**src/rtl/matmul_tile_scheduler_pkg.sv**
```systemverilog
`default_nettype none
// +--------------------------------------------------------------------------+
// | Package     : matmul_tile_scheduler_pkg                                  |
// | Description : Shared types and constants for the matmul tile scheduler:  |
// |               FSM state encoding, element size in bytes and the width of |
// |               the tile size fields.                                      |
// | Revision    : 1.0  initial release                                       |
// +--------------------------------------------------------------------------+
package matmul_tile_scheduler_pkg;

  typedef enum logic [2:0] {
    ST_IDLE    = 3'd0,
    ST_CHECK   = 3'd1,
    ST_ISSUE   = 3'd2,
    ST_WAIT    = 3'd3,
    ST_ADVANCE = 3'd4,
    ST_DONE    = 3'd5
  } state_t;

  // Every matrix element occupies one 64-bit memory word.
  localparam int ELEM_BYTES = 8;

  // Width needed to hold a tile edge length in the range 0..m.
  function automatic int size_width(input int m);
    return $clog2(m + 1);
  endfunction

endpackage
`default_nettype wire

```
**src/rtl/matmul_tile_scheduler_tile_addr_gen.sv**
```systemverilog
`default_nettype none
// +--------------------------------------------------------------------------+
// | Module      : matmul_tile_scheduler_tile_addr_gen                        |
// | Description : Combinational tile_addr_gen. Maps tile indices (ti,tj,tk)  |
// |               and the latched job configuration to A/W/C sub-block byte  |
// |               addresses, edge-trimmed tile sizes, the accumulate flag    |
// |               and per-dimension "last tile" flags.                       |
// | Ports       : i_ti/i_tj/i_tk   tile indices                              |
// |               i_k1/i_k2/i_k3   matrix dimensions                         |
// |               i_*_base         byte base addresses                       |
// |               o_*_addr         sub-block byte addresses (wrap mod 2^AW)  |
// |               o_rows/cols/depth, o_accumulate, o_last_*                  |
// | Revision    : 1.0  initial release                                       |
// +--------------------------------------------------------------------------+
module matmul_tile_scheduler_tile_addr_gen
  import matmul_tile_scheduler_pkg::*;
#(
  parameter int M          = 3,
  parameter int ADDR_WIDTH = 16,
  parameter int DIM_WIDTH  = 8
) (
  input  logic [DIM_WIDTH-1:0]     i_ti,
  input  logic [DIM_WIDTH-1:0]     i_tj,
  input  logic [DIM_WIDTH-1:0]     i_tk,
  input  logic [DIM_WIDTH-1:0]     i_k1,
  input  logic [DIM_WIDTH-1:0]     i_k2,
  input  logic [DIM_WIDTH-1:0]     i_k3,
  input  logic [ADDR_WIDTH-1:0]    i_a_base,
  input  logic [ADDR_WIDTH-1:0]    i_w_base,
  input  logic [ADDR_WIDTH-1:0]    i_c_base,
  output logic [ADDR_WIDTH-1:0]    o_a_addr,
  output logic [ADDR_WIDTH-1:0]    o_w_addr,
  output logic [ADDR_WIDTH-1:0]    o_c_addr,
  output logic [size_width(M)-1:0] o_rows,
  output logic [size_width(M)-1:0] o_cols,
  output logic [size_width(M)-1:0] o_depth,
  output logic                     o_accumulate,
  output logic                     o_last_row,
  output logic                     o_last_col,
  output logic                     o_last_dep
);

  localparam int c_SIZE_W = size_width(M);
  // Remainder width: large enough that idx*M never overflows for any valid index.
  localparam int c_RW     = DIM_WIDTH + c_SIZE_W + 1;

  localparam logic [ADDR_WIDTH-1:0] c_M_A    = ADDR_WIDTH'(M);
  localparam logic [ADDR_WIDTH-1:0] c_ELEM_A = ADDR_WIDTH'(ELEM_BYTES);
  localparam logic [c_RW-1:0]       c_M_R    = c_RW'(M);

  // Address arithmetic is done directly at ADDR_WIDTH: results wrap modulo
  // 2^ADDR_WIDTH, so truncating the operands first gives the same answer.
  logic [ADDR_WIDTH-1:0] w_row0_a;
  logic [ADDR_WIDTH-1:0] w_col0_a;
  logic [ADDR_WIDTH-1:0] w_dep0_a;

  assign w_row0_a = ADDR_WIDTH'(i_ti) * c_M_A;
  assign w_col0_a = ADDR_WIDTH'(i_tj) * c_M_A;
  assign w_dep0_a = ADDR_WIDTH'(i_tk) * c_M_A;

  assign o_a_addr = i_a_base + (w_row0_a * ADDR_WIDTH'(i_k2) + w_dep0_a) * c_ELEM_A;
  assign o_w_addr = i_w_base + (w_dep0_a * ADDR_WIDTH'(i_k3) + w_col0_a) * c_ELEM_A;
  assign o_c_addr = i_c_base + (w_row0_a * ADDR_WIDTH'(i_k3) + w_col0_a) * c_ELEM_A;

  // Elements remaining from this tile's origin to the matrix edge.
  logic [c_RW-1:0] w_rows_rem;
  logic [c_RW-1:0] w_cols_rem;
  logic [c_RW-1:0] w_dep_rem;

  assign w_rows_rem = c_RW'(i_k1) - c_RW'(i_ti) * c_M_R;
  assign w_cols_rem = c_RW'(i_k3) - c_RW'(i_tj) * c_M_R;
  assign w_dep_rem  = c_RW'(i_k2) - c_RW'(i_tk) * c_M_R;

  assign o_rows  = (w_rows_rem >= c_M_R) ? c_SIZE_W'(M) : c_SIZE_W'(w_rows_rem);
  assign o_cols  = (w_cols_rem >= c_M_R) ? c_SIZE_W'(M) : c_SIZE_W'(w_cols_rem);
  assign o_depth = (w_dep_rem  >= c_M_R) ? c_SIZE_W'(M) : c_SIZE_W'(w_dep_rem);

  // A tile is the last along a dimension when no more than M elements remain.
  assign o_last_row = (w_rows_rem <= c_M_R);
  assign o_last_col = (w_cols_rem <= c_M_R);
  assign o_last_dep = (w_dep_rem  <= c_M_R);

  assign o_accumulate = (i_tk != '0);

endmodule
`default_nettype wire

```
**src/rtl/matmul_tile_scheduler.sv**
```systemverilog
`default_nettype none
// +--------------------------------------------------------------------------+
// | Module      : matmul_tile_scheduler                                      |
// | Description : Splits a K1xK2 * K2xK3 matrix multiply into MxM tile jobs  |
// |               and issues them one at a time to the tile engine using a   |
// |               tile_start / tile_done handshake. Loop order ti, tj, tk.   |
// | Ports       : clk, reset_n (async active-low)                            |
// |               start/busy/done/cfg_err      host job interface           |
// |               K1/K2/K3, *_base_addr        job configuration            |
// |               tile_start/tile_done         tile engine handshake        |
// |               tile_*_addr, tile_rows/cols/depth, tile_accumulate         |
// |               ld_a/ld_w/ld_c               row strides in elements      |
// |               perf_cycles/perf_tiles       only with TILE_SCHED_PERF_EN |
// | Config      : `define TILE_SCHED_PERF_EN adds per-job performance        |
// |               counters (busy cycles, tiles issued).                      |
// | Revision    : 1.0  initial release                                       |
// +--------------------------------------------------------------------------+
module matmul_tile_scheduler
  import matmul_tile_scheduler_pkg::*;
#(
  parameter int M          = 3,
  parameter int ADDR_WIDTH = 16,
  parameter int DIM_WIDTH  = 8
) (
  input  logic                     clk,
  input  logic                     reset_n,
  input  logic                     start,
  input  logic [DIM_WIDTH-1:0]     K1,
  input  logic [DIM_WIDTH-1:0]     K2,
  input  logic [DIM_WIDTH-1:0]     K3,
  input  logic [ADDR_WIDTH-1:0]    A_base_addr,
  input  logic [ADDR_WIDTH-1:0]    W_base_addr,
  input  logic [ADDR_WIDTH-1:0]    C_base_addr,
  output logic                     busy,
  output logic                     done,
  output logic                     cfg_err,
  output logic                     tile_start,
  input  logic                     tile_done,
  output logic [ADDR_WIDTH-1:0]    tile_A_addr,
  output logic [ADDR_WIDTH-1:0]    tile_W_addr,
  output logic [ADDR_WIDTH-1:0]    tile_C_addr,
  output logic [size_width(M)-1:0] tile_rows,
  output logic [size_width(M)-1:0] tile_cols,
  output logic [size_width(M)-1:0] tile_depth,
  output logic                     tile_accumulate,
  output logic [DIM_WIDTH-1:0]     ld_a,
  output logic [DIM_WIDTH-1:0]     ld_w,
`ifdef TILE_SCHED_PERF_EN
  output logic [31:0]              perf_cycles,
  output logic [15:0]              perf_tiles,
`endif
  output logic [DIM_WIDTH-1:0]     ld_c
);

  state_t r_state;
  state_t w_state_next;

  logic [DIM_WIDTH-1:0]  r_k1, r_k2, r_k3;
  logic [ADDR_WIDTH-1:0] r_a_base, r_w_base, r_c_base;
  logic [DIM_WIDTH-1:0]  r_ti, r_tj, r_tk;
  logic                  r_cfg_err;

  logic w_accept;
  logic w_cfg_zero;
  logic w_last_row, w_last_col, w_last_dep;
  logic w_last_tile;

  // busy is low in IDLE, so an IDLE-state start is always an accepted one.
  assign w_accept    = (r_state == ST_IDLE) && start;
  assign w_cfg_zero  = (r_k1 == '0) || (r_k2 == '0) || (r_k3 == '0);
  assign w_last_tile = w_last_row && w_last_col && w_last_dep;

  // Tile fields are derived from registered indices and the latched config,
  // so they stay stable throughout WAIT and read 0 right after reset.
  matmul_tile_scheduler_tile_addr_gen #(
    .M          (M),
    .ADDR_WIDTH (ADDR_WIDTH),
    .DIM_WIDTH  (DIM_WIDTH)
  ) u_tile_addr_gen (
    .i_ti         (r_ti),
    .i_tj         (r_tj),
    .i_tk         (r_tk),
    .i_k1         (r_k1),
    .i_k2         (r_k2),
    .i_k3         (r_k3),
    .i_a_base     (r_a_base),
    .i_w_base     (r_w_base),
    .i_c_base     (r_c_base),
    .o_a_addr     (tile_A_addr),
    .o_w_addr     (tile_W_addr),
    .o_c_addr     (tile_C_addr),
    .o_rows       (tile_rows),
    .o_cols       (tile_cols),
    .o_depth      (tile_depth),
    .o_accumulate (tile_accumulate),
    .o_last_row   (w_last_row),
    .o_last_col   (w_last_col),
    .o_last_dep   (w_last_dep)
  );

  assign ld_a    = r_k2;
  assign ld_w    = r_k3;
  assign ld_c    = r_k3;
  assign cfg_err = r_cfg_err;

  // State register
  always_ff @(posedge clk or negedge reset_n) begin
    if (!reset_n) begin
      r_state <= ST_IDLE;
    end else begin
      r_state <= w_state_next;
    end
  end

  // Next-state and Moore outputs
  always_comb begin
    w_state_next = r_state;
    busy         = 1'b0;
    done         = 1'b0;
    tile_start   = 1'b0;
    case (r_state)
      ST_IDLE: begin
        if (start) w_state_next = ST_CHECK;
      end
      ST_CHECK: begin
        busy         = 1'b1;
        w_state_next = w_cfg_zero ? ST_DONE : ST_ISSUE;
      end
      ST_ISSUE: begin
        busy         = 1'b1;
        tile_start   = 1'b1;
        w_state_next = ST_WAIT;
      end
      ST_WAIT: begin
        busy = 1'b1;
        if (tile_done) w_state_next = ST_ADVANCE;
      end
      ST_ADVANCE: begin
        busy         = 1'b1;
        w_state_next = w_last_tile ? ST_DONE : ST_ISSUE;
      end
      ST_DONE: begin
        done         = 1'b1;
        w_state_next = ST_IDLE;
      end
      default: w_state_next = ST_IDLE;
    endcase
  end

  // Config latch, error flag and tile index counters
  always_ff @(posedge clk or negedge reset_n) begin
    if (!reset_n) begin
      r_k1      <= '0;
      r_k2      <= '0;
      r_k3      <= '0;
      r_a_base  <= '0;
      r_w_base  <= '0;
      r_c_base  <= '0;
      r_ti      <= '0;
      r_tj      <= '0;
      r_tk      <= '0;
      r_cfg_err <= 1'b0;
    end else if (w_accept) begin
      r_k1      <= K1;
      r_k2      <= K2;
      r_k3      <= K3;
      r_a_base  <= A_base_addr;
      r_w_base  <= W_base_addr;
      r_c_base  <= C_base_addr;
      r_ti      <= '0;
      r_tj      <= '0;
      r_tk      <= '0;
      r_cfg_err <= 1'b0;
    end else if (r_state == ST_CHECK) begin
      r_cfg_err <= w_cfg_zero;
    end else if (r_state == ST_ADVANCE) begin
      // tk innermost, then tj, then ti; all wrap to 0 after the final tile.
      if (!w_last_dep) begin
        r_tk <= r_tk + DIM_WIDTH'(1);
      end else begin
        r_tk <= '0;
        if (!w_last_col) begin
          r_tj <= r_tj + DIM_WIDTH'(1);
        end else begin
          r_tj <= '0;
          if (!w_last_row) r_ti <= r_ti + DIM_WIDTH'(1);
          else             r_ti <= '0;
        end
      end
    end
  end

`ifdef TILE_SCHED_PERF_EN
  logic [31:0] r_perf_cycles;
  logic [15:0] r_perf_tiles;

  // Saturating per-job counters; they hold their final value after done.
  always_ff @(posedge clk or negedge reset_n) begin
    if (!reset_n) begin
      r_perf_cycles <= '0;
      r_perf_tiles  <= '0;
    end else if (w_accept) begin
      r_perf_cycles <= '0;
      r_perf_tiles  <= '0;
    end else begin
      if (busy && (r_perf_cycles != '1)) r_perf_cycles <= r_perf_cycles + 32'd1;
      if (tile_start && (r_perf_tiles != '1)) r_perf_tiles <= r_perf_tiles + 16'd1;
    end
  end

  assign perf_cycles = r_perf_cycles;
  assign perf_tiles  = r_perf_tiles;
`endif

endmodule
`default_nettype wire

```
**config.mk**
```make
export PLATFORM = sky130hd
export DESIGN_NAME = matmul_tile_scheduler
export DESIGN_NICKNAME = d
export VERILOG_FILES = /design/src/rtl/matmul_tile_scheduler_pkg.sv /design/src/rtl/matmul_tile_scheduler_tile_addr_gen.sv /design/src/rtl/matmul_tile_scheduler.sv
export SDC_FILE = /design/constraint.sdc
export NUM_CORES = 1
export LEC_CHECK = 0
export ABC_AREA = 1
export BUFFER_PORTS_ARGS = -buffer_cell sky130_fd_sc_hd__buf_2
export CELL_PAD_IN_SITES_DETAIL_PLACEMENT = 1
export CELL_PAD_IN_SITES_GLOBAL_PLACEMENT = 1
export CORE_MARGIN = 5
export CORE_UTILIZATION = 35
export CTS_CLUSTER_DIAMETER = 60
export CTS_CLUSTER_SIZE = 16
export DETAILED_ROUTE_END_ITERATION = 10
export GPL_TIMING_DRIVEN = 0
export PLACE_DENSITY_LB_ADDON = 0.05
export SLEW_MARGIN = 20
export SYNTH_ARGS = -nofsm -noshare
export SYNTH_HDL_FRONTEND = slang
export SYNTH_SLANG_ARGS = --single-unit
```
**constraint.sdc**
```tcl
create_clock -name clk -period 11.2 [get_ports clk]
set_input_delay 1.68 -clock clk [delete_from_list [all_inputs] [get_ports clk]]
set_output_delay 1.68 -clock clk [all_outputs]
set_load 0.005 [all_outputs]
```
# Word level (Yosys, flattened, before mapping)
# Cells that the tools add are included.
# totals
ff_bits	100
latch_bits	0
ramBits	0
mem_bits_ro	0
inputBits	76
out_inout_bits	83
elab_cells	93
mem_count	0
# classes
addsub	12
mul	9
n_div	0
magnitude_cmp	6
n_eq_ne	8
n_shift	0
n_mux	28
n_bitwise	0
reduce_logical	19
# ops
op	n
$mux 8	15
$mul 8x2->10 const B	6
$add 16x16->16	3
$add 13x10->13	3
$mul 10x8->13	3
$ge 11x2->1 const B	3
$le 11x2->1 const B	3
$sub 8x10->11	3
$add 8x1->8 const B	3
$logic_not 8->1	3
$pmux 3 s5	1
$mux 3	4
$reduce_bool 2->1	4
$reduce_bool 8->1	1
$eq 3x2->1 const B	2
$eq 3x3->1 const B	2
$mux 2	3
$ne 2x2->1 const B	3
$mux 1	5
$reduce_and 2->1	2
$reduce_and 4->1	1
$reduce_or 4->1	1
$eq 3x1->1 const B	1
$logic_and 1x1->1	3
other kinds (3)	4

# Depth between registers and ports, before layout
# Gate-level depths: netlist (run 1).
# logic_depth
word_depth	9
ltp_mapped	38
depth_no_buf	38

# Modules after synthesis
# Synthesis (run 1) repeated with hierarchy kept, for this count alone.
# unflattened
cells_unflattened	2161
hier_area_um2	15945.3
# modules_own_cells
module	instances	cells_per_inst	area_each_um2	seq_area_each_um2
matmul_tile_scheduler_tile_addr_gen	1	1610	11491.0	0.0
matmul_tile_scheduler	1	551	4454.3	2502.4

# Worst setup path before layout (run 1)
# No wires, ideal clock.
# synth_path
path_type	reg2out
start	reg r_ti[1]
end	out tile_A_addr[15]
arrival_ns	6.268
required_ns	9.520
path_slack_ns	3.252
path_stages_with_launch	38
path_buffers	0
path_cell_list	dfrtp_1 -> ha_1 -> inv_1 -> fa_1 -> inv_1 -> nand2_1 -> nand3b_1 -> nand2_1 -> inv_1 -> nand2_1 -> fa_1 -> inv_1 -> fa_1 -> inv_1 -> fa_1 -> fa_1 -> inv_1 -> ha_1 -> [2 not listed] -> a21oi_1 -> o21ai_0 -> nand2_1 -> nand2_1 -> a21oi_1 -> xor2_1 -> ha_1 -> nand2_1 -> nor2_1 -> nand2_1 -> o211ai_1 -> a31oi_1 -> nand3b_1 -> nand2_1 -> inv_1 -> nand2_1 -> nand2_1 -> inv_1
# synth_via
elab_chain_len	4
# synth_lines
item	line	source
from (decl)	matmul_tile_scheduler.sv:60	logic [DIM_WIDTH-1:0] r_ti, r_tj, r_tk;
from (signal assigned)	matmul_tile_scheduler.sv:186	if (!w_last_row) r_ti <= r_ti + DIM_WIDTH'(1);
$mul 8x2->10	matmul_tile_scheduler_tile_addr_gen.sv:57	assign w_row0_a = ADDR_WIDTH'(i_ti) * c_M_A;
$mul 10x8->13	matmul_tile_scheduler_tile_addr_gen.sv:61	assign o_a_addr = i_a_base + (w_row0_a * ADDR_WIDTH'(i_k2) + w_dep0_a) * c_ELEM_A;
$add 13x10->13	matmul_tile_scheduler_tile_addr_gen.sv:61	
$add 16x16->16	matmul_tile_scheduler_tile_addr_gen.sv:61	
to (decl)	matmul_tile_scheduler.sv:39	output logic [ADDR_WIDTH-1:0] tile_A_addr,
# Every way passes these cells.

# Worst setup path after layout (run 1)
# layout_path
start	reg r_ti[0]
end	out tile_A_addr[15]
# Same word-level chain as after synthesis.

==> run_summary.xml, run 1 <==
<?xml version="1.0" encoding="UTF-8"?>
<metrics>
  <group name="layout">
    <metric name="num_antenna_cells" unit="">0</metric>
    <metric name="drive_above_1_share" unit="%">9.64</metric>
    <metric name="final_net_count" unit="">2795</metric>
    <metric name="fill_cell_total_of_the_finished_layout" unit="">5837</metric>
    <metric name="layout_stage_area_growth_over_the_synthesis_result" unit="%">11.5</metric>
  </group>
  <group name="global_routing">
    <metric name="grt_antenna_before_repair" unit="">0</metric>
    <metric name="grt_usage" unit="%">21.7</metric>
    <metric name="grt_first_pass_wirelength" unit="mm">85.7</metric>
    <metric name="grt_pass1_vias" unit="">15500</metric>
    <metric name="grt_start_max_net_pins" unit="">62</metric>
    <metric name="grt_remaining_overflow" unit="">0</metric>
  </group>
  <group name="yosys">
    <metric name="synthMostInstantiatedCell" unit="">sky130_fd_sc_hd__nand2_1</metric>
    <metric name="synth_simple_gate_area_share" unit="%">23.2</metric>
    <metric name="synth.cell_area" unit="sq mm">0.0161</metric>
    <metric name="yosysTopAreaCell" unit="">sky130_fd_sc_hd__fa_1</metric>
    <metric name="ranking_of_synthesized_cells_by_area" unit="">sky130_fd_sc_hd__fa_1 (22%), sky130_fd_sc_hd__dfrtp_1 (16%), sky130_fd_sc_hd__ha_1 (14%)</metric>
    <metric name="yosys-mux-area-fraction" unit="%">0</metric>
    <metric name="synth_area_per_cell" unit="sq um">7.35</metric>
    <metric name="synth_async_sr_flop_share" unit="%">100</metric>
    <metric name="adder_cell_share_of_the_synthesized_area" unit="%">36.2</metric>
    <metric name="synth_sequential_area_ratio" unit="%">15.5</metric>
    <metric name="synth_top_area_share" unit="%">22.0</metric>
    <metric name="main_combinational_cell_family_by_area_after_synthesis" unit="">adder cells</metric>
    <metric name="syn-instance-count" unit="">2189</metric>
    <metric name="synth_seq_cells" unit="">100</metric>
    <metric name="synth_compound_gate_area_share" unit="%">6.71</metric>
    <metric name="synth_cell_type_count" unit="">47</metric>
    <metric name="synthXorXnorAreaFrac" unit="%">5.39</metric>
    <metric name="yosysWarningCount" unit="">0</metric>
    <metric name="synth_enable_flop_cells" unit="">0</metric>
    <metric name="top_cells_by_instance_count_after_synthesis" unit="">sky130_fd_sc_hd__nand2_1 (567), sky130_fd_sc_hd__inv_1 (467), sky130_fd_sc_hd__ha_1 (183)</metric>
    <metric name="synthFlopType" unit="">sky130_fd_sc_hd__dfrtp_1</metric>
    <metric name="synth.net_count" unit="">2625</metric>
  </group>
  <group name="die">
    <metric name="dieHeight" unit="um">224</metric>
    <metric name="die_extent_in_x" unit="um">224</metric>
    <metric name="number_of_cell_rows" unit="">78</metric>
    <metric name="design.die.area" unit="sq mm">0.0504</metric>
    <metric name="core_region_area" unit="sq mm">0.0455</metric>
    <metric name="top_level_ports" unit="">159</metric>
    <metric name="start_util" unit="%">35.4</metric>
  </group>
  <group name="critical_path">
    <metric name="cp_data_required_time" unit="ns">9.52</metric>
    <metric name="crit_path_frequent_cell" unit="">sky130_fd_sc_hd__inv_1</metric>
    <metric name="r2r_endpoint" unit="">r_ti[5]</metric>
    <metric name="r2r_cells" unit="">21</metric>
    <metric name="endpoint_kind" unit="">primary output</metric>
    <metric name="cpMaxStageDelayCell" unit="">sky130_fd_sc_hd__fa_1</metric>
    <metric name="critPathArrivalTime" unit="ns">8.34</metric>
    <metric name="worst_path_largest_cell_delay" unit="ns">0.56</metric>
    <metric name="critPathLaunch" unit="">r_ti[0]</metric>
    <metric name="reg2reg_slack" unit="ns">6.62</metric>
    <metric name="critical_path.startpoint_type" unit="">flop</metric>
    <metric name="critical_path.max_fanout" unit="">9</metric>
    <metric name="timing.critical_path.to" unit="">tile_A_addr[15]</metric>
    <metric name="crit-reg2reg-launch" unit="">r_tk[0]</metric>
    <metric name="crit_type" unit="">reg2out</metric>
  </group>
  <group name="drt">
    <metric name="detail_route.drc_violations" unit="">0</metric>
    <metric name="drt_antenna_net_count" unit="">0</metric>
    <metric name="routed_wirelength" unit="mm">53.2</metric>
    <metric name="detailedRoute.firstPassIterationCount" unit="">5</metric>
    <metric name="drt-vias-per-instance" unit="">4.83</metric>
    <metric name="wire_per_inst" unit="um">18.0</metric>
    <metric name="detail_route.iter0.violations" unit="">524</metric>
    <metric name="num_vias" unit="">14300</metric>
  </group>
  <group name="cts">
    <metric name="number_of_sinks_handled_by_clock_tree_synthesis" unit="">100</metric>
    <metric name="resized_after_cts" unit="">0</metric>
    <metric name="cts_tree" unit="">built</metric>
    <metric name="cts-hold-fix-buffers" unit="">0</metric>
    <metric name="ctsLongestPathBuffers" unit="">2</metric>
    <metric name="cts.reportedPaths.clkPinSlew" unit="ns">0.08</metric>
    <metric name="clk_root_buffer_cell" unit="">sky130_fd_sc_hd__clkbuf_16</metric>
    <metric name="clk-insertion-delay-late" unit="ns">0.40</metric>
    <metric name="post_cts_buffers" unit="">0</metric>
    <metric name="cts_max_level" unit="">3</metric>
    <metric name="cts_buffers" unit="">9</metric>
  </group>
  <group name="sta">
    <metric name="slew_viol_final" unit="">0</metric>
    <metric name="final_hold_viol_count" unit="">0</metric>
    <metric name="fin_setup_tns" unit="ns">0</metric>
    <metric name="worst_pin_slew" unit="ns">1.05</metric>
    <metric name="period_minus_slack" unit="ns">10.02</metric>
    <metric name="rsz_0062_raised_after_global_routing" unit="">no</metric>
    <metric name="min_period_over_period" unit="%">89.5</metric>
    <metric name="maxClockFrequency" unit="MHz">99.8</metric>
    <metric name="report.final.setup_viol" unit="">0</metric>
    <metric name="clock_skew" unit="ns">0.0120</metric>
    <metric name="slew_headroom" unit="%">29.9</metric>
  </group>
  <group name="placement">
    <metric name="final_wtd_congestion" unit="">0.910</metric>
    <metric name="port-buffer-count" unit="">158</metric>
    <metric name="dpl.hpwl" unit="mm">45.1</metric>
  </group>
  <group name="worst_hold_path">
    <metric name="timing.hold.worst.start" unit="">r_w_base[2]</metric>
    <metric name="hp-class" unit="">reg2reg</metric>
  </group>
  <group name="job">
    <metric name="cap_viol_max_count" unit="">0</metric>
  </group>
  <group name="run_status">
    <metric name="run_status" unit="">finished, final reports clean</metric>
  </group>
</metrics>
==> worst min path at each step <==
stage / to / slack [ns] / depth (start not counted)
after floorplan: r_a_base[0] / 0.44 / 2
final: r_w_base[2] / 0.48 / 2
after detailed placement: r_w_base[2] / 0.47 / 2
after global routing: r_a_base[2] / 0.51 / 2
after CTS: r_w_base[2] / 0.49 / 2
after global placement: r_c_base[0] / 0.46 / 2
==> routing by layer <==
layer	wire length [um]	share of wire, %	vias up	GRT usage [%]
met2	27000	51	174	39.1
met4	930	1.7	0	4.07
met5	0	0	-	0
met3	1600	3.0	38	2.81
li1	-	-	6953	-
met1	23700	44	7148	28.2
==> worst max-delay path: cells and delay by family, from the launching register on <==
family	cells	cell delay, ns
AOI/OAI and AO/OA	7	1.45
and+or+nand+nor	10	1.14
DFF	1	0.49
buffers and inverters	10	1.12
xor gates and xnor gates	1	0.15
adders and majority gates	8	3.57
==> stage by stage <==
step / std cells / hold slack, ns / util, % / setup slack [ns] / area [sq um]
after floorplan: 2189 / 0.443 / - / 3.25 / 16100
after global placement: 2947 / 0.458 / 38.8 / 1.57 / 17600
after detailed placement: 2948 / 0.465 / 38.8 / 1.56 / 17700
after CTS: 2964 / 0.486 / 39.5 / 1.08 / 17900
after global routing: 2964 / 0.510 / 39.5 / 0.562 / 17900
final: 2964 / 0.480 / 39.5 / 1.18 / 17900
==> sequential cells by signal, summed over array words and instances (netlist names) <==
register	count
cfg_err	1
ld_a	8
ld_c	8
r_a_base	16
r_c_base	16
r_k1	8
r_state	3
r_ti	8
r_tj	8
r_tk	8
r_w_base	16
==> kinds of logic (layout without fill, tap and decap cells) <==
kind of cell | after synthesis | in the layout
AOI/OAI and AO/OA | 194 | 194
xor gates and xnor gates | 99 | 99
adders and majority gates | 360 | 360
buffers and inverters | 531 | 706
DFF | 100 | 100
and+or+nand+nor | 905 | 905
==> layout make-up <==
class / instances / area (sq um) / area share (%)
Inverter: 471 / 1770 / 9.88
Multi-Input combinational cell: 1558 / 11500 / 64.1
Sequential cell: 100 / 2500 / 13.9
Buffer: 60 / 312 / 1.74
Timing Repair Buffer: 159 / 825 / 4.59
Clock buffer: 11 / 243 / 1.35
Clock inverter: 5 / 35.0 / 0.195
Tap cell: 600 / 751 / 4.18
==> cells in the final DEF, fill, tap and decap left out, types with 2 or more instances in the layout <==
cell,n
sky130_fd_sc_hd__nor4_1,8
sky130_fd_sc_hd__nand4_1,22
sky130_fd_sc_hd__o21bai_1,4
sky130_fd_sc_hd__nand2_2,6
sky130_fd_sc_hd__and2_1,2
sky130_fd_sc_hd__nand3b_1,9
sky130_fd_sc_hd__o21ai_2,9
sky130_fd_sc_hd__a21oi_1,93
sky130_fd_sc_hd__inv_6,3
sky130_fd_sc_hd__clkbuf_16,9
sky130_fd_sc_hd__clkinv_1,2
sky130_fd_sc_hd__buf_6,2
sky130_fd_sc_hd__nand2_4,2
sky130_fd_sc_hd__a31oi_1,3
sky130_fd_sc_hd__buf_1,2
sky130_fd_sc_hd__o211ai_1,3
sky130_fd_sc_hd__o21ai_0,58
sky130_fd_sc_hd__nand3_1,93
sky130_fd_sc_hd__a21oi_2,3
sky130_fd_sc_hd__nor2_1,166
sky130_fd_sc_hd__or2_2,5
sky130_fd_sc_hd__a21o_1,3
sky130_fd_sc_hd__o2111ai_1,2
sky130_fd_sc_hd__o21ai_1,6
sky130_fd_sc_hd__buf_2,160
sky130_fd_sc_hd__nand2_1,567
sky130_fd_sc_hd__buf_4,17
sky130_fd_sc_hd__clkinv_2,2
sky130_fd_sc_hd__ha_1,183
sky130_fd_sc_hd__o31ai_1,5
sky130_fd_sc_hd__xnor2_1,31
sky130_fd_sc_hd__dfrtp_1,100
sky130_fd_sc_hd__xor2_1,68
sky130_fd_sc_hd__clkbuf_1,37
sky130_fd_sc_hd__nor3_1,20
sky130_fd_sc_hd__inv_1,467
sky130_fd_sc_hd__fa_1,177
Power of run 1 is left out: the tool's default activity adds up to more than one toggle a clock period on the data nets, which glitch-free logic cannot reach.
==> inputs of run 2 (changes only) <==
--- a/config.mk
+++ b/config.mk
@@ -15,7 +15,7 @@
 export CTS_CLUSTER_SIZE = 16
 export DETAILED_ROUTE_END_ITERATION = 10
 export GPL_TIMING_DRIVEN = 0
-export PLACE_DENSITY_LB_ADDON = 0.05
+export PLACE_DENSITY = 0.67
 export SLEW_MARGIN = 20
 export SYNTH_ARGS = -nofsm -noshare
 export SYNTH_HDL_FRONTEND = slang
==> run 2 against run 1 <==
Clock skew grew 0.0052 ns. Critical path depth is 1 lower. Sequential cell count did not move. Setup slack gained 0.054 ns. Cell count about the same. First-iteration DRC count down 14%. Via count is 0.75% higher. Die area unchanged. Register-to-register slack got worse by 0.04 ns. Sequential share of layout area about the same. Non-clock buffer count stayed put. Critical endpoint unchanged.
==> run_summary.xml, run 2 (synthesis gave the netlist of run 1 again) <==
<?xml version="1.0" encoding="UTF-8"?>
<metrics>
  <group name="sta">
    <metric name="fin_setup_tns" unit="ns">0</metric>
    <metric name="worst_pin_slew" unit="ns">1.14</metric>
    <metric name="final_hold_viol_count" unit="">0</metric>
    <metric name="report.final.setup_viol" unit="">0</metric>
    <metric name="min_period_over_period" unit="%">89.0</metric>
    <metric name="slew_viol_final" unit="">0</metric>
    <metric name="maxClockFrequency" unit="MHz">100</metric>
    <metric name="clock_skew" unit="ns">0.0173</metric>
    <metric name="rsz_0062_raised_after_global_routing" unit="">no</metric>
    <metric name="slew_headroom" unit="%">23.9</metric>
    <metric name="period_minus_slack" unit="ns">9.97</metric>
  </group>
  <group name="cts">
    <metric name="ctsLongestPathBuffers" unit="">2</metric>
    <metric name="cts-hold-fix-buffers" unit="">0</metric>
    <metric name="number_of_sinks_handled_by_clock_tree_synthesis" unit="">100</metric>
    <metric name="resized_after_cts" unit="">0</metric>
    <metric name="clk_root_buffer_cell" unit="">sky130_fd_sc_hd__clkbuf_16</metric>
    <metric name="clk-insertion-delay-late" unit="ns">0.41</metric>
    <metric name="post_cts_buffers" unit="">0</metric>
    <metric name="cts_max_level" unit="">3</metric>
    <metric name="cts_tree" unit="">built</metric>
    <metric name="cts.reportedPaths.clkPinSlew" unit="ns">0.09</metric>
    <metric name="cts_buffers" unit="">9</metric>
  </group>
  <group name="drt">
    <metric name="drt_antenna_net_count" unit="">0</metric>
    <metric name="drt-vias-per-instance" unit="">4.87</metric>
    <metric name="num_vias" unit="">14400</metric>
    <metric name="detail_route.iter0.violations" unit="">453</metric>
    <metric name="wire_per_inst" unit="um">17.3</metric>
    <metric name="detail_route.drc_violations" unit="">0</metric>
    <metric name="detailedRoute.firstPassIterationCount" unit="">4</metric>
    <metric name="routed_wirelength" unit="mm">51.4</metric>
  </group>
  <group name="layout">
    <metric name="mostFrequentLayoutCells" unit="">sky130_fd_sc_hd__nand2_1 (567), sky130_fd_sc_hd__inv_1 (467), sky130_fd_sc_hd__ha_1 (183)</metric>
    <metric name="biggestRegsByFlops" unit="">r_a_base: 16 flops, r_c_base: 16 flops, r_w_base: 16 flops</metric>
    <metric name="finalNonFillerCells" unit="">2963</metric>
    <metric name="fill_cell_total_of_the_finished_layout" unit="">5862</metric>
    <metric name="num_antenna_cells" unit="">0</metric>
    <metric name="final_net_count" unit="">2795</metric>
    <metric name="drive_above_1_share" unit="%">9.61</metric>
    <metric name="layout_commonest_cell" unit="">sky130_fd_sc_hd__nand2_1</metric>
    <metric name="layout_stage_area_growth_over_the_synthesis_result" unit="%">11.7</metric>
  </group>
  <group name="critical_path">
    <metric name="endpoint_kind" unit="">primary output</metric>
    <metric name="critPathArrivalTime" unit="ns">8.29</metric>
    <metric name="critical_path.max_fanout" unit="">10</metric>
    <metric name="critPathLaunch" unit="">r_ti[0]</metric>
    <metric name="r2r_cells" unit="">21</metric>
    <metric name="timing.critical_path.to" unit="">tile_A_addr[15]</metric>
    <metric name="cpMaxStageDelayCell" unit="">sky130_fd_sc_hd__xnor2_1</metric>
    <metric name="critical_path.startpoint_type" unit="">flop</metric>
    <metric name="cp_data_required_time" unit="ns">9.52</metric>
    <metric name="crit_type" unit="">reg2out</metric>
    <metric name="reg2reg_slack" unit="ns">6.58</metric>
    <metric name="crit-reg2reg-launch" unit="">r_tk[0]</metric>
    <metric name="r2r_endpoint" unit="">r_tj[5]</metric>
    <metric name="worst_path_largest_cell_delay" unit="ns">0.78</metric>
  </group>
  <group name="die">
    <metric name="top_level_ports" unit="">159</metric>
    <metric name="core_region_area" unit="sq mm">0.0455</metric>
    <metric name="start_util" unit="%">35.4</metric>
    <metric name="die_extent_in_x" unit="um">224</metric>
    <metric name="number_of_cell_rows" unit="">78</metric>
    <metric name="dieHeight" unit="um">224</metric>
    <metric name="design.die.area" unit="sq mm">0.0504</metric>
  </group>
  <group name="global_routing">
    <metric name="grt_pass1_vias" unit="">15700</metric>
    <metric name="grt_start_max_net_pins" unit="">55</metric>
    <metric name="grt_usage" unit="%">20.7</metric>
    <metric name="grt_antenna_before_repair" unit="">1</metric>
    <metric name="grt_first_pass_wirelength" unit="mm">82.6</metric>
    <metric name="grt_remaining_overflow" unit="">0</metric>
  </group>
  <group name="placement">
    <metric name="dpl.hpwl" unit="mm">43.7</metric>
    <metric name="place.detailed.instances" unit="">2948</metric>
    <metric name="final_wtd_congestion" unit="">0.916</metric>
    <metric name="port-buffer-count" unit="">158</metric>
  </group>
  <group name="worst_hold_path">
    <metric name="hp-class" unit="">reg2reg</metric>
  </group>
  <group name="run_status">
    <metric name="run_status" unit="">finished, final reports clean</metric>
  </group>
  <group name="job">
    <metric name="cap_viol_max_count" unit="">0</metric>
  </group>
</metrics>
## run 2: worst min path at each step
stage | from | endpoint | slack, ns | cells after the start
global placement | r_c_base[1] | r_c_base[1] | 0.46 | 2
detailed placement | r_a_base[1] | r_a_base[1] | 0.46 | 2
floorplan | r_a_base[0] | r_a_base[0] | 0.44 | 2
global route | r_w_base[0] | r_w_base[0] | 0.51 | 2
CTS | r_c_base[0] | r_c_base[0] | 0.48 | 2
finish | r_w_base[1] | r_w_base[1] | 0.48 | 2
## run 2: metrics by stage
| stage | worst slack (ns) | area [sq um] | util, % | hold WS [ns] |
|---|---|---|---|---|
| 6_report | 1.23 | 18000 | 39.5 | 0.478 |
| 3_3_place_gp | 1.87 | 17600 | 38.8 | 0.456 |
| 4_1_cts | 1.22 | 18000 | 39.5 | 0.482 |
| 5_1_grt | 0.664 | 18000 | 39.5 | 0.510 |
| 2_1_floorplan | 3.25 | 16100 | - | 0.443 |
| 3_5_place_dp | 1.71 | 17700 | 38.8 | 0.460 |
## run 2: final cells by class
cell class | count | area, sq um | area share (%)
Tap cell | 600 | 751 | 4.17
Multi-Input combinational cell | 1558 | 11500 | 64.0
Clock inverter | 5 | 85.1 | 0.473
Inverter | 471 | 1770 | 9.86
Timing Repair Buffer | 159 | 825 | 4.59
Clock buffer | 10 | 229 | 1.27
Buffer | 60 | 312 | 1.73
Sequential cell | 100 | 2500 | 13.9
## run 2: worst max-delay path, delay by kind of cell, from the launching register on
family	cells	cell delay, ns
compound gates	6	1.21
xor+xnor	2	0.94
fa+ha+maj	8	3.20
buf+inv	9	1.13
flops	1	0.44
simple gates	10	0.92
## run 2: per-layer routing
layer	vias up	part of all wire (%)	global-route usage [%]
met5	-	0.033	0
met4	2	3.4	6.87
met3	69	3.5	3.15
met2	209	50	37.2
met1	7181	43	25.5
li1	6959	-	-
Power of run 2 is left out for the same reason.
==> inputs of run 3 (changes only) <==
--- a/config.mk
+++ b/config.mk
@@ -9,14 +9,14 @@
 export BUFFER_PORTS_ARGS = -buffer_cell sky130_fd_sc_hd__buf_2
 export CELL_PAD_IN_SITES_DETAIL_PLACEMENT = 1
 export CELL_PAD_IN_SITES_GLOBAL_PLACEMENT = 1
-export CORE_MARGIN = 5
+export CORE_MARGIN = 3
 export CORE_UTILIZATION = 35
 export CTS_CLUSTER_DIAMETER = 60
 export CTS_CLUSTER_SIZE = 16
 export DETAILED_ROUTE_END_ITERATION = 10
 export GPL_TIMING_DRIVEN = 0
 export PLACE_DENSITY = 0.67
-export SLEW_MARGIN = 20
+export SLEW_MARGIN = 15
 export SYNTH_ARGS = -nofsm -noshare
 export SYNTH_HDL_FRONTEND = slang
 export SYNTH_SLANG_ARGS = --single-unit
==> constraint.sdc (replaced) <==
create_clock -name clk -period 11.2 [get_ports clk]
set_input_delay 1.68 -clock clk [delete_from_list [all_inputs] [get_ports clk]]
set_output_delay 1.68 -clock clk [all_outputs]
set_load 0.05 [all_outputs]
==> run 3 against run 2 <==
Count of clock-buffer cells in the layout increased by 1. Critical path depth shrank 3. Setup slack worse by 0.019 ns. Register-to-register slack better by 0.02 ns. Die area decreased by 3.5%. Critical path type unchanged.
==> run_summary.xml, run 3 (synthesis gave the netlist of run 1 again) <==
<?xml version="1.0" encoding="UTF-8"?>
<metrics>
  <group name="global_routing">
    <metric name="grt_antenna_before_repair" unit="">2</metric>
    <metric name="grt_start_max_net_pins" unit="">55</metric>
    <metric name="grt_usage" unit="%">22.2</metric>
    <metric name="grt_remaining_overflow" unit="">0</metric>
    <metric name="grt_first_pass_wirelength" unit="mm">83.7</metric>
    <metric name="grt_pass1_vias" unit="">15900</metric>
  </group>
  <group name="layout">
    <metric name="mostFrequentLayoutCells" unit="">sky130_fd_sc_hd__nand2_1 (567), sky130_fd_sc_hd__inv_1 (467), sky130_fd_sc_hd__ha_1 (183)</metric>
    <metric name="biggestRegsByFlops" unit="">r_a_base: 16 flops, r_c_base: 16 flops, r_w_base: 16 flops</metric>
    <metric name="final_net_count" unit="">2795</metric>
    <metric name="layout_stage_area_growth_over_the_synthesis_result" unit="%">11.7</metric>
    <metric name="drive_above_1_share" unit="%">9.69</metric>
    <metric name="final_util" unit="%">40.1</metric>
    <metric name="layout_commonest_cell" unit="">sky130_fd_sc_hd__nand2_1</metric>
  </group>
  <group name="die">
    <metric name="core_region_area" unit="sq mm">0.0448</metric>
    <metric name="die_extent_in_x" unit="um">220</metric>
    <metric name="top_level_ports" unit="">159</metric>
    <metric name="start_util" unit="%">35.9</metric>
    <metric name="dieHeight" unit="um">220</metric>
    <metric name="number_of_cell_rows" unit="">77</metric>
    <metric name="design.die.area" unit="sq mm">0.0486</metric>
  </group>
  <group name="sta">
    <metric name="worst_pin_slew" unit="ns">1.14</metric>
    <metric name="rsz_0062_raised_after_global_routing" unit="">no</metric>
    <metric name="final_hold_viol_count" unit="">0</metric>
    <metric name="report.final.setup_viol" unit="">0</metric>
    <metric name="min_period_over_period" unit="%">89.2</metric>
    <metric name="maxClockFrequency" unit="MHz">100</metric>
    <metric name="slew_headroom" unit="%">24.0</metric>
    <metric name="final_critical_path_setup_slack" unit="ns">1.21</metric>
    <metric name="clock_skew" unit="ns">0.0124</metric>
    <metric name="fin_setup_tns" unit="ns">0</metric>
    <metric name="period_minus_slack" unit="ns">9.99</metric>
    <metric name="slew_viol_final" unit="">0</metric>
  </group>
  <group name="drt">
    <metric name="num_vias" unit="">14400</metric>
    <metric name="detail_route.iter0.violations" unit="">495</metric>
    <metric name="detailedRoute.firstPassIterationCount" unit="">5</metric>
    <metric name="wire_per_inst" unit="um">17.6</metric>
    <metric name="drt_antenna_net_count" unit="">0</metric>
    <metric name="routed_wirelength" unit="mm">52.1</metric>
    <metric name="detail_route.drc_violations" unit="">0</metric>
    <metric name="drt-vias-per-instance" unit="">4.88</metric>
  </group>
  <group name="critical_path">
    <metric name="critical_path.startpoint_type" unit="">flop</metric>
    <metric name="endpoint_kind" unit="">primary output</metric>
    <metric name="critical_path.max_fanout" unit="">10</metric>
    <metric name="crit_type" unit="">reg2out</metric>
    <metric name="cpMaxStageDelayCell" unit="">sky130_fd_sc_hd__xnor2_1</metric>
    <metric name="worst_path_largest_cell_delay" unit="ns">0.71</metric>
    <metric name="critPathArrivalTime" unit="ns">8.31</metric>
    <metric name="cp_data_required_time" unit="ns">9.52</metric>
  </group>
  <group name="cts">
    <metric name="clk_root_buffer_cell" unit="">sky130_fd_sc_hd__clkbuf_16</metric>
    <metric name="ctsLongestPathBuffers" unit="">2</metric>
    <metric name="cts_buffers" unit="">9</metric>
    <metric name="post_cts_buffers" unit="">0</metric>
    <metric name="number_of_sinks_handled_by_clock_tree_synthesis" unit="">100</metric>
    <metric name="resized_after_cts" unit="">0</metric>
    <metric name="cts.reportedPaths.clkPinSlew" unit="ns">0.08</metric>
    <metric name="cts_max_level" unit="">3</metric>
    <metric name="clk-insertion-delay-late" unit="ns">0.39</metric>
    <metric name="cts-hold-fix-buffers" unit="">0</metric>
    <metric name="cts_tree" unit="">built</metric>
  </group>
  <group name="placement">
    <metric name="minimum_setup_slack_after_placement" unit="ns">1.66</metric>
    <metric name="final_wtd_congestion" unit="">0.904</metric>
    <metric name="port-buffer-count" unit="">158</metric>
    <metric name="dpl.hpwl" unit="mm">43.7</metric>
  </group>
  <group name="job">
    <metric name="cap_viol_max_count" unit="">0</metric>
  </group>
  <group name="worst_hold_path">
    <metric name="hp-class" unit="">reg2reg</metric>
  </group>
  <group name="run_status">
    <metric name="run_status" unit="">finished, final reports clean</metric>
  </group>
</metrics>
==> run 3: cell types whose count changed in the layout (fill, tap and decap cells not counted) <==
| cell | previous run | this run |
|---|---|---|
| sky130_fd_sc_hd__inv_6 | 3 | 2 |
| sky130_fd_sc_hd__diode_2 | 0 | 3 |
| sky130_fd_sc_hd__clkinvlp_4 | 1 | 2 |
| sky130_fd_sc_hd__clkinv_2 | 0 | 1 |
| sky130_fd_sc_hd__clkbuf_1 | 37 | 36 |
| sky130_fd_sc_hd__clkbuf_8 | 0 | 2 |
| sky130_fd_sc_hd__bufinv_16 | 2 | 1 |
==> run 3: worst max-delay path: cells and delay by family (launching register included) <==
kind | cells | cell delay [ns]
adder cells (fa/ha/maj) | 9 | 3.21
buffers and inverters | 7 | 1.22
XOR/XNOR | 3 | 1.07
AO/OA/AOI/OAI | 5 | 1.03
AND/OR/NAND/NOR | 8 | 0.96
flip-flops | 1 | 0.42
==> run 3: final timing paths <==
check | start | end | slack (ns) | cells past startpoint
min in group asynchronous | reset_n | r_c_base[8] | 1.21 | 1
setup / recovery | r_ti[0] | tile_C_addr[15] | 1.21 | 32
hold / removal | r_c_base[2] | r_c_base[2] | 0.48 | 2
max in group asynchronous | reset_n | ld_a[3] | 9.29 | 2
setup reg to reg | r_ti[0] | r_state[0] | 6.60 | 18
hold reg to reg | r_c_base[2] | r_c_base[2] | 0.48 | 2
==> run 3: layer usage <==
metal | part of all wire [%] | GRT usage, %
met5 | 0.025 | 0
met4 | 2.6 | 7.88
met3 | 3.3 | 2.50
met2 | 50 | 39.8
met1 | 44 | 27.7
==> run 3: layout make-up <==
type | instances | area (sq um)
Multi-Input combinational cell | 1558 | 11500
Buffer | 60 | 312
Tap cell | 592 | 741
Antenna cell | 3 | 7.51
Timing Repair Buffer | 159 | 825
Sequential cell | 100 | 2500
Inverter | 471 | 1770
Fill cell | 5718 | 26800
Clock buffer | 11 | 253
Clock inverter | 5 | 58.8
==> run 3: per-stage QoR <==
step	instances	hold slack, ns	area, sq um
after floorplan	2189	0.443	16100
after global placement	2939	0.456	17600
after detailed placement	2940	0.464	17700
after CTS	2956	0.484	18000
after global routing	2957	0.509	18000
final	2959	0.480	18000
Power of run 3 is left out for the same reason.
